`src/rtl/arb_pkg.sv`:
```
// ---------------------------------------------------------------------------
// arb_pkg
// Shared definitions for the 4-channel round-robin arbiter slice:
//   NUM_CH      number of requesters
//   CH_W        width of a channel index / priority pointer
//   arb_state_e FSM state encoding (IDLE, GRANT, GAP)
//   ch_onehot   helper turning a channel index into a one-hot grant vector
// ---------------------------------------------------------------------------
package arb_pkg;

    localparam int NUM_CH = 4;
    localparam int CH_W   = 2;

    typedef enum logic [1:0] {
        ST_IDLE  = 2'd0,
        ST_GRANT = 2'd1,
        ST_GAP   = 2'd2
    } arb_state_e;

    function automatic logic [NUM_CH-1:0] ch_onehot(input logic [CH_W-1:0] idx);
        logic [NUM_CH-1:0] vec;
        vec = '0;
        vec[idx] = 1'b1;
        return vec;
    endfunction

endpackage

```
`src/rtl/rr_arbiter_4ch_if.sv`:
```
// ---------------------------------------------------------------------------
// rr_arbiter_4ch_if
// Request/grant bundle between the clients and the round-robin arbiter.
//   req      client -> arbiter, one level request per channel
//   gnt      arbiter -> client, one-hot grant (0 when nobody owns the resource)
//   gnt_id   arbiter -> client, encoded owner index (meaningful while busy)
//   busy     arbiter -> client, resource currently owned
//   timeout  arbiter -> client, one-cycle pulse on forced release
// Modports:
//   master   client side (drives req)
//   slave    arbiter side (drives grant outputs)
// ---------------------------------------------------------------------------
interface rr_arbiter_4ch_if;
    import arb_pkg::*;

    logic [NUM_CH-1:0] req;
    logic [NUM_CH-1:0] gnt;
    logic [CH_W-1:0]   gnt_id;
    logic              busy;
    logic              timeout;

    modport master (
        output req,
        input  gnt,
        input  gnt_id,
        input  busy,
        input  timeout
    );

    modport slave (
        input  req,
        output gnt,
        output gnt_id,
        output busy,
        output timeout
    );

endinterface

```
`src/rtl/rr_pointer.sv`:
```
// ---------------------------------------------------------------------------
// rr_pointer
// Next-priority pointer for the round-robin arbiter: a CH_W-bit register that
// only changes when loaded. The loaded value is computed modulo NUM_CH by the
// caller, so the natural CH_W-bit wrap (3 -> 0) is all that is needed here.
// Ports:
//   clk       clock, rising edge
//   rst       reset, asynchronous, active-low; pointer returns to 0
//   load      synchronous load enable
//   load_val  value captured when load=1
//   ptr       current pointer value
// ---------------------------------------------------------------------------
module rr_pointer
    import arb_pkg::*;
(
    input  logic            clk,
    input  logic            rst,
    input  logic            load,
    input  logic [CH_W-1:0] load_val,
    output logic [CH_W-1:0] ptr
);

    logic [CH_W-1:0] ptr_q;
    logic [CH_W-1:0] ptr_d;

    always_comb begin
        ptr_d = ptr_q;
        if (load) begin
            ptr_d = load_val;
        end
    end

    always_ff @(posedge clk or negedge rst) begin
        if (!rst) begin
            ptr_q <= '0;
        end else begin
            ptr_q <= ptr_d;
        end
    end

    assign ptr = ptr_q;

endmodule

```
`src/rtl/rr_arbiter_4ch.sv`:
```
// ---------------------------------------------------------------------------
// rr_arbiter_4ch
// Round-robin arbiter sharing one resource among four requesters. An owner
// keeps the grant while it holds its request, up to MAX_HOLD cycles, after
// which the grant is forcibly released with a one-cycle timeout pulse. Every
// release is followed by a one-cycle GAP (mux turnaround) and an IDLE cycle in
// which the next owner is chosen, so consecutive grants are separated by at
// least two cycles with gnt=0.
// Parameters:
//   MAX_HOLD  maximum grant tenure in cycles (2..255)
//   HOLD_W    hold counter width; 2**HOLD_W must exceed MAX_HOLD
// Ports:
//   clk       clock, rising edge
//   rst       reset, asynchronous, active-low
//   bus       rr_arbiter_4ch_if.slave: req in; gnt, gnt_id, busy, timeout out
// ---------------------------------------------------------------------------
module rr_arbiter_4ch
    import arb_pkg::*;
#(
    parameter int MAX_HOLD = 8,
    parameter int HOLD_W   = 8
) (
    input  logic               clk,
    input  logic               rst,
    rr_arbiter_4ch_if.slave    bus
);

    // ---------------------------------------------------------------- state
    arb_state_e        state_q,   state_d;
    logic [HOLD_W-1:0] hold_q,    hold_d;
    logic [NUM_CH-1:0] gnt_q,     gnt_d;
    logic [CH_W-1:0]   gnt_id_q,  gnt_id_d;
    logic              timeout_q, timeout_d;

    // Last hold count before a forced release; the owner has then been
    // granted for exactly MAX_HOLD cycles.
    localparam logic [HOLD_W-1:0] HOLD_LAST = HOLD_W'(MAX_HOLD - 1);

    // ---------------------------------------------------------- pointer
    logic [CH_W-1:0] ptr;
    logic            ptr_load;
    logic [CH_W-1:0] ptr_load_val;

    rr_pointer u_ptr (
        .clk      (clk),
        .rst      (rst),
        .load     (ptr_load),
        .load_val (ptr_load_val),
        .ptr      (ptr)
    );

    // ----------------------------------------------------- priority scan
    // Rotate the request vector so that position 0 is the channel the pointer
    // names; the first set bit of the rotated vector is then the round-robin
    // winner, and adding the pointer back gives its absolute index.
    logic [NUM_CH-1:0] req_rot;

    generate
        for (genvar gi = 0; gi < NUM_CH; gi++) begin : g_rot
            logic [CH_W-1:0] src_idx;
            assign src_idx     = ptr + CH_W'(gi);
            assign req_rot[gi] = bus.req[src_idx];
        end
    endgenerate

    logic            pick_valid;
    logic [CH_W-1:0] pick_off;
    logic [CH_W-1:0] pick_idx;

    always_comb begin
        pick_valid = 1'b0;
        pick_off   = '0;
        // Walk from the highest offset down so the lowest set offset wins.
        for (int i = NUM_CH - 1; i >= 0; i--) begin
            if (req_rot[i]) begin
                pick_valid = 1'b1;
                pick_off   = CH_W'(i);
            end
        end
        pick_idx = ptr + pick_off;
    end

    // -------------------------------------------------- next-state logic
    always_comb begin
        state_d      = state_q;
        hold_d       = hold_q;
        gnt_d        = gnt_q;
        gnt_id_d     = gnt_id_q;
        timeout_d    = 1'b0;
        ptr_load     = 1'b0;
        ptr_load_val = pick_idx + CH_W'(1);

        unique case (state_q)
            ST_IDLE: begin
                if (pick_valid) begin
                    state_d  = ST_GRANT;
                    gnt_d    = ch_onehot(pick_idx);
                    gnt_id_d = pick_idx;
                    hold_d   = '0;
                    // The pointer moves only when a grant is issued, so a
                    // channel that was timed out goes to the back of the line.
                    ptr_load = 1'b1;
                end
            end

            ST_GRANT: begin
                // Only the owner's request matters here; other channels wait.
                // A drop on the final cycle counts as a normal release.
                if (!bus.req[gnt_id_q]) begin
                    state_d = ST_GAP;
                    gnt_d   = '0;
                    hold_d  = '0;
                end else if (hold_q == HOLD_LAST) begin
                    state_d   = ST_GAP;
                    gnt_d     = '0;
                    hold_d    = '0;
                    timeout_d = 1'b1;
                end else begin
                    hold_d = hold_q + HOLD_W'(1);
                end
            end

            ST_GAP: begin
                state_d = ST_IDLE;
            end

            default: begin
                state_d = ST_IDLE;
                gnt_d   = '0;
                hold_d  = '0;
            end
        endcase
    end

    // --------------------------------------------------------- registers
    always_ff @(posedge clk or negedge rst) begin
        if (!rst) begin
            state_q   <= ST_IDLE;
            hold_q    <= '0;
            gnt_q     <= '0;
            gnt_id_q  <= '0;
            timeout_q <= 1'b0;
        end else begin
            state_q   <= state_d;
            hold_q    <= hold_d;
            gnt_q     <= gnt_d;
            gnt_id_q  <= gnt_id_d;
            timeout_q <= timeout_d;
        end
    end

    // ----------------------------------------------------------- outputs
    assign bus.gnt     = gnt_q;
    assign bus.gnt_id  = gnt_id_q;
    assign bus.busy    = |gnt_q;
    assign bus.timeout = timeout_q;

endmodule

```
`src/flat_wrapper.sv`:
```
// flat-port wrapper written by rule: the top's interface ports become plain ports
module rr_arbiter_4ch_flat import arb_pkg::*;
#(
    parameter int MAX_HOLD = 8,
    parameter int HOLD_W   = 8
)
  (clk, rst, bus_req, bus_gnt, bus_gnt_id, bus_busy, bus_timeout);
  rr_arbiter_4ch_if bus_i ();
  input  logic clk;
  input  logic rst;
  input wire logic [$bits(bus_i.req)-1:0] bus_req;
  output wire logic [$bits(bus_i.gnt)-1:0] bus_gnt;
  output wire logic [$bits(bus_i.gnt_id)-1:0] bus_gnt_id;
  output wire logic [$bits(bus_i.busy)-1:0] bus_busy;
  output wire logic [$bits(bus_i.timeout)-1:0] bus_timeout;
  assign bus_i.req = bus_req;
  assign bus_gnt = bus_i.gnt;
  assign bus_gnt_id = bus_i.gnt_id;
  assign bus_busy = bus_i.busy;
  assign bus_timeout = bus_i.timeout;
  rr_arbiter_4ch #(.MAX_HOLD(MAX_HOLD), .HOLD_W(HOLD_W)) u_core (.clk(clk), .rst(rst), .bus(bus_i));
endmodule
```
`config.mk`:
```
export PLATFORM = sky130hd
export DESIGN_NAME = rr_arbiter_4ch_flat
export DESIGN_NICKNAME = d
export VERILOG_FILES = /design/src/rtl/arb_pkg.sv /design/src/rtl/rr_arbiter_4ch_if.sv /design/src/rtl/rr_pointer.sv /design/src/rtl/rr_arbiter_4ch.sv /design/src/flat_wrapper.sv
export SDC_FILE = /design/constraint.sdc
export NUM_CORES = 1
export LEC_CHECK = 0
export BUFFER_PORTS_ARGS = -buffer_cell sky130_fd_sc_hd__buf_2
export CAP_MARGIN = 40
export CORE_MARGIN = 10
export CORE_UTILIZATION = 35
export CTS_BUF_LIST = sky130_fd_sc_hd__clkbuf_16
export DETAILED_ROUTE_END_ITERATION = 8
export HOLD_SLACK_MARGIN = 0.15
export PLACE_DENSITY_LB_ADDON = 0.25
export SLEW_MARGIN = 5
export SYNTH_ARGS = -nofsm -noshare
export SYNTH_HDL_FRONTEND = slang
export SYNTH_SLANG_ARGS = --single-unit
```
`constraint.sdc`:
```
create_clock -name clk -period 2 [get_ports clk]
set_input_delay 0.2 -clock clk [delete_from_list [all_inputs] [get_ports clk]]
set_output_delay 0.2 -clock clk [all_outputs]
set_load 0.03 [all_outputs]
```
Word level (Yosys, flattened, before mapping)
Cells that the tools add are included.
{ "word_totals": {"ff_bits": 19, "in_bits": 6, "rom_bits": 0, "ramBits": 0, "latchBits": 0, "mem_count": 0, "wordCells": 69} }
{ "op_classes": {"n_div": 0, "n_bitwise": 1, "n_shift": 0, "n_mul": 0, "n_addsub": 6, "magnitude_cmp": 7, "reduce_logical": 7, "muxes": 37, "eq_ne": 5} }
{ "ops": {"columns": ["op", "n"], "rows": [
  ["$mux W8", 3],
  ["$pmux W8 S3", 1],
  ["$lt A2 B3 Y1 const B", 6],
  ["$mux W1", 15],
  ["$mux W2", 7],
  ["$mux W4", 3],
  ["$pmux W4 S3", 1],
  ["$bmux W1 S2", 5],
  ["$add A8 B1 Y8 const B", 1],
  ["$eq A8 B3 Y1 const B", 1],
  ["$reduce_and A2 Y1", 3],
  ["$add A2 B1 Y2 const B", 2],
  ["$add A2 B2 Y2 const B", 2],
  ["$pmux W2 S2", 1],
  ["$reduce_or A4 Y1", 1],
  ["$ne A3 B3 Y1 const B", 1],
  ["$reduce_and A3 Y1", 1],
  ["$add A2 B2 Y2", 1],
  ["$demux W1 S2", 1],
  ["$eq A2 B1 Y1 const B", 1],
  ["$eq A2 B2 Y1 const B", 1],
  ["$ge A2 B1 Y1 const B", 1],
  ["$logic_not A2 Y1", 1],
  ["$ne A2 B1 Y1 const B", 1],
  ["other kinds (2)", 2]
]} }

Logic depth before layout (Yosys ltp)
{ "logic_depth": {"depth_word": 14, "ltp_mapped": 10, "ltp_nobuf": 10} }

By module
Synthesis repeated with hierarchy kept, for this count alone.
{ "hier_totals": {"cells_unflattened": 135, "hier_area_um2": 1277.5} }
{ "modules_own_cells": {"columns": ["mod", "seq_area_each_um2", "area_per_inst_um2", "cells_per_inst", "instances"], "rows": [
  ["rr_arbiter_4ch", 425.4, 1204.9, 131, 1],
  ["rr_pointer", 50.0, 72.6, 4, 1]
]} }

Least setup slack after synthesis
Ideal clock, no wire load.
{ "synth_timing": {"path_kind": "reg-to-reg", "start": "register u_core.u_ptr.ptr_q[0] (netlist: u_core.u_ptr.ptr[0])", "end": "register u_core.u_ptr.ptr_q[1] (netlist: u_core.u_ptr.ptr[1])", "t_required_ns": 1.876, "path_buffers": 1, "setup_time_ns": 0.124, "path_stages_with_launch": 10, "setup_slack_ns": 0.104, "arrival_time_ns": 1.772, "path_cell_list": "dfrtp_1 buf_4 nor4_1 a21oi_1 o211ai_1 ha_1 xor2_1 a211oi_1 o21ai_0 xnor2_1"} }
{ "synth_via": {"elab_chain_cells": 9, "elab_cells_between_ends": 23, "cone_classes": "add/sub (5); mux (18)"} }
{ "synth_rtl": {"columns": ["item", "line", "rtl"], "rows": [
  ["start: declaration", "rr_pointer.sv:23", "logic [CH_W-1:0] ptr_q;"],
  ["start signal: assignment", "rr_pointer.sv:37", "ptr_q <= ptr_d;"],
  ["$add A2 B2 Y2", "rr_arbiter_4ch.sv:61", "assign src_idx = ptr + CH_W'(gi);"],
  ["$bmux W1 S2", "rr_arbiter_4ch.sv:62", "assign req_rot[gi] = bus.req[src_idx];"],
  ["$mux W1 (not written as such)", "rr_arbiter_4ch.sv:62", null],
  ["$mux W2 (4 in series)", "rr_arbiter_4ch.sv:75", "if (req_rot[i]) begin"],
  ["$add A2 B2 Y2 *", "rr_arbiter_4ch.sv:80", "pick_idx = ptr + pick_off;"],
  ["named net u_core.pick_idx[0]", "rr_arbiter_4ch.sv:68", "logic [CH_W-1:0] pick_idx;"],
  ["$add A2 B1 Y2 *", "rr_arbiter_4ch.sv:91", "ptr_load_val = pick_idx + CH_W'(1);"]
]} }
Mark *: on every way through the listed nets, which the timed path passes. The rest lies on a longest branch. The select of a mux whose other input is x is not followed.
A chain may end at the register's enable or synchronous reset.

Worst setup path in the final report
{ "layout_timing": {"start": "register u_core.u_ptr.ptr_q[0] (netlist: u_core.u_ptr.ptr[0])", "end": "register u_core.gnt_q[1] (netlist: u_core.bus.gnt[1])"} }
{ "layout_via": {"elab_chain_cells": 14, "elab_cells_between_ends": 29, "cone_classes": "add/sub (4); order compare (2); eq/ne (1); mux (20); reduce/logical (2)"} }
{ "layout_rtl": {"columns": ["item", "line", "rtl"], "rows": [
  ["$add A2 B2 Y2", "rr_arbiter_4ch.sv:61", null],
  ["$bmux W1 S2", "rr_arbiter_4ch.sv:62", null],
  ["$mux W1 (not written as such)", "rr_arbiter_4ch.sv:62", null],
  ["$mux W2 (4 in series)", "rr_arbiter_4ch.sv:75", null],
  ["$add A2 B2 Y2", "rr_arbiter_4ch.sv:80", null],
  ["$lt A2 B3 Y1 (not written as such) or $ge A2 B1 Y1 (tied branches)", "arb_pkg.sv:23", "vec[idx] = 1'b1;"],
  ["$logic_and A1 B1 Y1 (not written as such)", "arb_pkg.sv:23", null],
  ["$mux W1 (not written as such)", "arb_pkg.sv:23", null],
  ["$demux W1 S2", null, null],
  ["$mux W4", "rr_arbiter_4ch.sv:95", "if (pick_valid) begin"],
  ["$pmux W4 S3", "rr_arbiter_4ch.sv:93", "unique case (state_q)"],
  ["end signal: assignment", "rr_arbiter_4ch.sv:146", "gnt_q <= gnt_d;"],
  ["end: declaration", "rr_arbiter_4ch.sv:31", "logic [NUM_CH-1:0] gnt_q, gnt_d;"]
]} }
Parallel ways exist; a longest one is shown, timed or not. The select of a mux whose other input is x is not followed.

==> results.toml <==
[worst_setup_path]
cp_slowest_cell = "dfrtp_2"
r2r_setup_slack_ns = 0.04
cp_max_fo = 6
critPathBufInv = 2
worstSetupPathType = "flop to flop"
r2r_cells = 7
cp_slowest_stage_delay_ns = 0.45
cpLargestDelayFamily = "compound AO/OA/AOI/OAI gates"
start_kind = "flop"
cp_cell_sequence = "buf_6 > buf_4 > mux2_2 > a221oi_2 > a21oi_2 > xnor2_1 > o21ai_1"
cp.required_ns = 2.13
r2r_start = "u_core.u_ptr.ptr[0]$_DFFE_PN0P_"
cp-end-kind = "flop"
r2r_end = "u_core.bus.gnt[1]$_DFFE_PN0P_"
arrival_ns = 2.09

[grt]
grtUsageTotal_pct = 8.235
grt_pass1_wl_mm = 4.036
grt_pass1_vias = 846
gr-total-overflow = 0
grt_antenna_before_repair = 0
grt_max_degree = 20

[detailed_routing]
avgViaCountPerCell = 5.322
ant_nets = 0
drtIter0Drc = 49
firstDrtPassIters = 4
vias = 958
drt-total-wl_mm = 2.665
wl_per_cell_um = 14.81
drc = 0

[power_and_ir_drop]
max-vdd-ir-drop_mv = 0.7618
power.leakage_nw = 0.6186
power_density_nw_per_um2 = 1520

[sta]
fin_skew_ns = 0.002803
finalCriticalPeriod_ns = 1.959
max_freq_mhz = 510.4
tightest_slew_ns = 0.5710
finalCritPeriodShare_pct = 97.97
slew-limit-headroom_pct = 61.89
maxSlewViolCount = 0
setup_viol = 0
hold_violations = 0
holdWs_ns = 0.4214

[synthesis]
synth-xor-area-share_pct = 3.928
syn-num-nets = 127
ys_seq_elements = 19
synth_compound_area_share_pct = 20.31
synthCells = 119
synthMuxAreaShare_pct = 4.040
synth_adder_area_share_pct = 2.245
synthSimpleGateAreaFrac_pct = 22.45
ys_warn_count = 0
netlist_area_um2 = 1115
ys_types = 39
yosysSeqAreaShare_pct = 42.65
synth_top_family_by_area = "simple AND/OR/NAND/NOR gates"
syn_avg_cell_area_um2 = 9.368

[clock_tree]
clk_pin_slew_ns = 0.06
clock_sinks = 19
h-tree-depth = 1
clockBufferDepth = 2
cts_buffers = 3
clock_latency_ns = 0.25
clk_root_buffer_cell = "clkbuf_16"
cts_tree = "yes"

[floorplan]
start_util_pct = 36.52
rows = 20
die_area_um2 = 5842
die_h_um = 76.44
coreArea_um2 = 3053
ios = 14
die_x_um = 76.44

[cells_and_area]
area_delta_synth_final_pct = 25.70
final_cell_mix = "dfrtp_1, buf_2, nor2_1"
nNetsFinal = 145
fillers = 302
drive_gt1_share_pct = 29.41
layout_commonest_cell = "dfrtp_1"
antenna_cells = 0
post-route-util_pct = 45.90

[run]
cap_viol_max_count = 0

[min_path]
min_path_type = "primary input to async pin"

[place]
portBuffers = 13
hpwl_mm = 1.734
gp_congestion = 0.8580

[outcome]
status = "finished clean"
==> registers in the layout (all words and copies together), names as in the netlist <==
register,flops
u_core.hold_q,8
u_core.bus.timeout,1
u_core.state_q,2
u_core.u_ptr.ptr,2
u_core.bus.gnt_id,2
u_core.bus.gnt,4
==> report_power, final <==
group / internal [mW] / switching, mW / total, mW / leakage [nW]
Clock: 0.266 / 0.148 / 0.414 / 0.0423
Sequential: 0.486 / 0.111 / 0.597 / 0.248
Combinational: 0.502 / 0.617 / 1.12 / 0.328
==> cell families (layout without fill, tap and decap cells) <==
family,after synthesis,after routing
AOI/OAI and AO/OA,37,37
xor gates and xnor gates,5,5
adders and majority gates,2,2
buffers and inverters,9,26
DFF,19,19
muxes,3,3
and+or+nand+nor,44,44
==> worst max path at each step <==
| stage | startpoint | end | slack (ns) | cells after the start |
|---|---|---|---|---|
| 2_1_floorplan | u_core.u_ptr.ptr[0]$_DFFE_PN0P_ | u_core.u_ptr.ptr[1]$_DFFE_PN0P_ | 0.10 | 9 |
| 3_3_place_gp | u_core.u_ptr.ptr[0]$_DFFE_PN0P_ | u_core.u_ptr.ptr[1]$_DFFE_PN0P_ | 0.07 | 8 |
| 3_5_place_dp | u_core.u_ptr.ptr[0]$_DFFE_PN0P_ | u_core.u_ptr.ptr[1]$_DFFE_PN0P_ | -0.07 | 8 |
| 4_1_cts | u_core.u_ptr.ptr[0]$_DFFE_PN0P_ | u_core.u_ptr.ptr[1]$_DFFE_PN0P_ | 0.02 | 8 |
| 5_1_grt | u_core.u_ptr.ptr[0]$_DFFE_PN0P_ | u_core.bus.gnt[1]$_DFFE_PN0P_ | -0.04 | 7 |
| 6_report | u_core.u_ptr.ptr[0]$_DFFE_PN0P_ | u_core.bus.gnt[1]$_DFFE_PN0P_ | 0.04 | 7 |
==> area by class of cell <==
type | count | area, um^2 | share of cell area, %
multi-input combinational | 91 | 650.6 | 46.43
sequential | 19 | 476.7 | 34.02
clock buffer | 3 | 75.07 | 5.357
clock inverter | 1 | 3.754 | 0.2679
tap | 44 | 55.05 | 3.929
inverter | 3 | 11.26 | 0.8036
timing repair buffer | 19 | 128.9 | 9.196
==> synth_stat cells (all sizes together) <==
cell	n	area share, %
xor2	2	1.6
nor3b	4	2.7
a22oi	1	0.67
xnor2	3	2.4
or4	2	1.7
or2	2	1.1
and3	3	1.7
nand2	8	2.7
o21ai	17	7.6
o21a	1	0.67
nor2	10	3.6
buf	5	3.0
nor4	1	0.56
a21o	2	1.3
mux4	1	2.0
a22o	3	2.4
nand3	4	1.8
nor3	4	2.8
o211ai	1	0.67
a221oi	1	0.79
a21oi	6	2.7
nand3b	1	1.0
dfrtp	19	43
o22ai	2	1.1
o221a	1	1.0
inv	3	1.0
a211oi	2	1.3
ha	2	2.2
clkbuf	1	0.34
mux2	2	2.0
nand2b	2	1.1
nor2b	3	1.7
==> timing repair <==
action / in CTS / in global routing
pin swaps: 0 / 8
hold buffers: 1 / 0
resized for setup: 2 / 13
hold endpoints to repair: 19 / 0
endpoints found under the setup margin: 1 / 4
setup buffers: 0 / 4
==> stage by stage <==
step,setup TNS [ns],setup slack [ns],power (mW),area [um^2],std cells
CTS,0,0.01668,1.935,1309,177
finish,0,0.04069,2.130,1401,180
floorplan,0,0.1039,1.320,1115,119
global route,-0.06866,-0.03857,2.262,1401,180
detailed placement,-0.06882,-0.06882,1.507,1212,172
global placement,0,0.06589,1.488,1212,172
==> routing by layer <==
| layer | vias up | track usage [%] | wire length (um) |
|---|---|---|---|
| met5 | - | 0 | 0 |
| met4 | 0 | 4.461 | 38 |
| met3 | 4 | 2.241 | 106 |
| met2 | 22 | 11.05 | 1244 |
| met1 | 467 | 11.44 | 1275 |
| li1 | 465 | - | - |
Note: power is estimated with default switching activity, not from simulation.
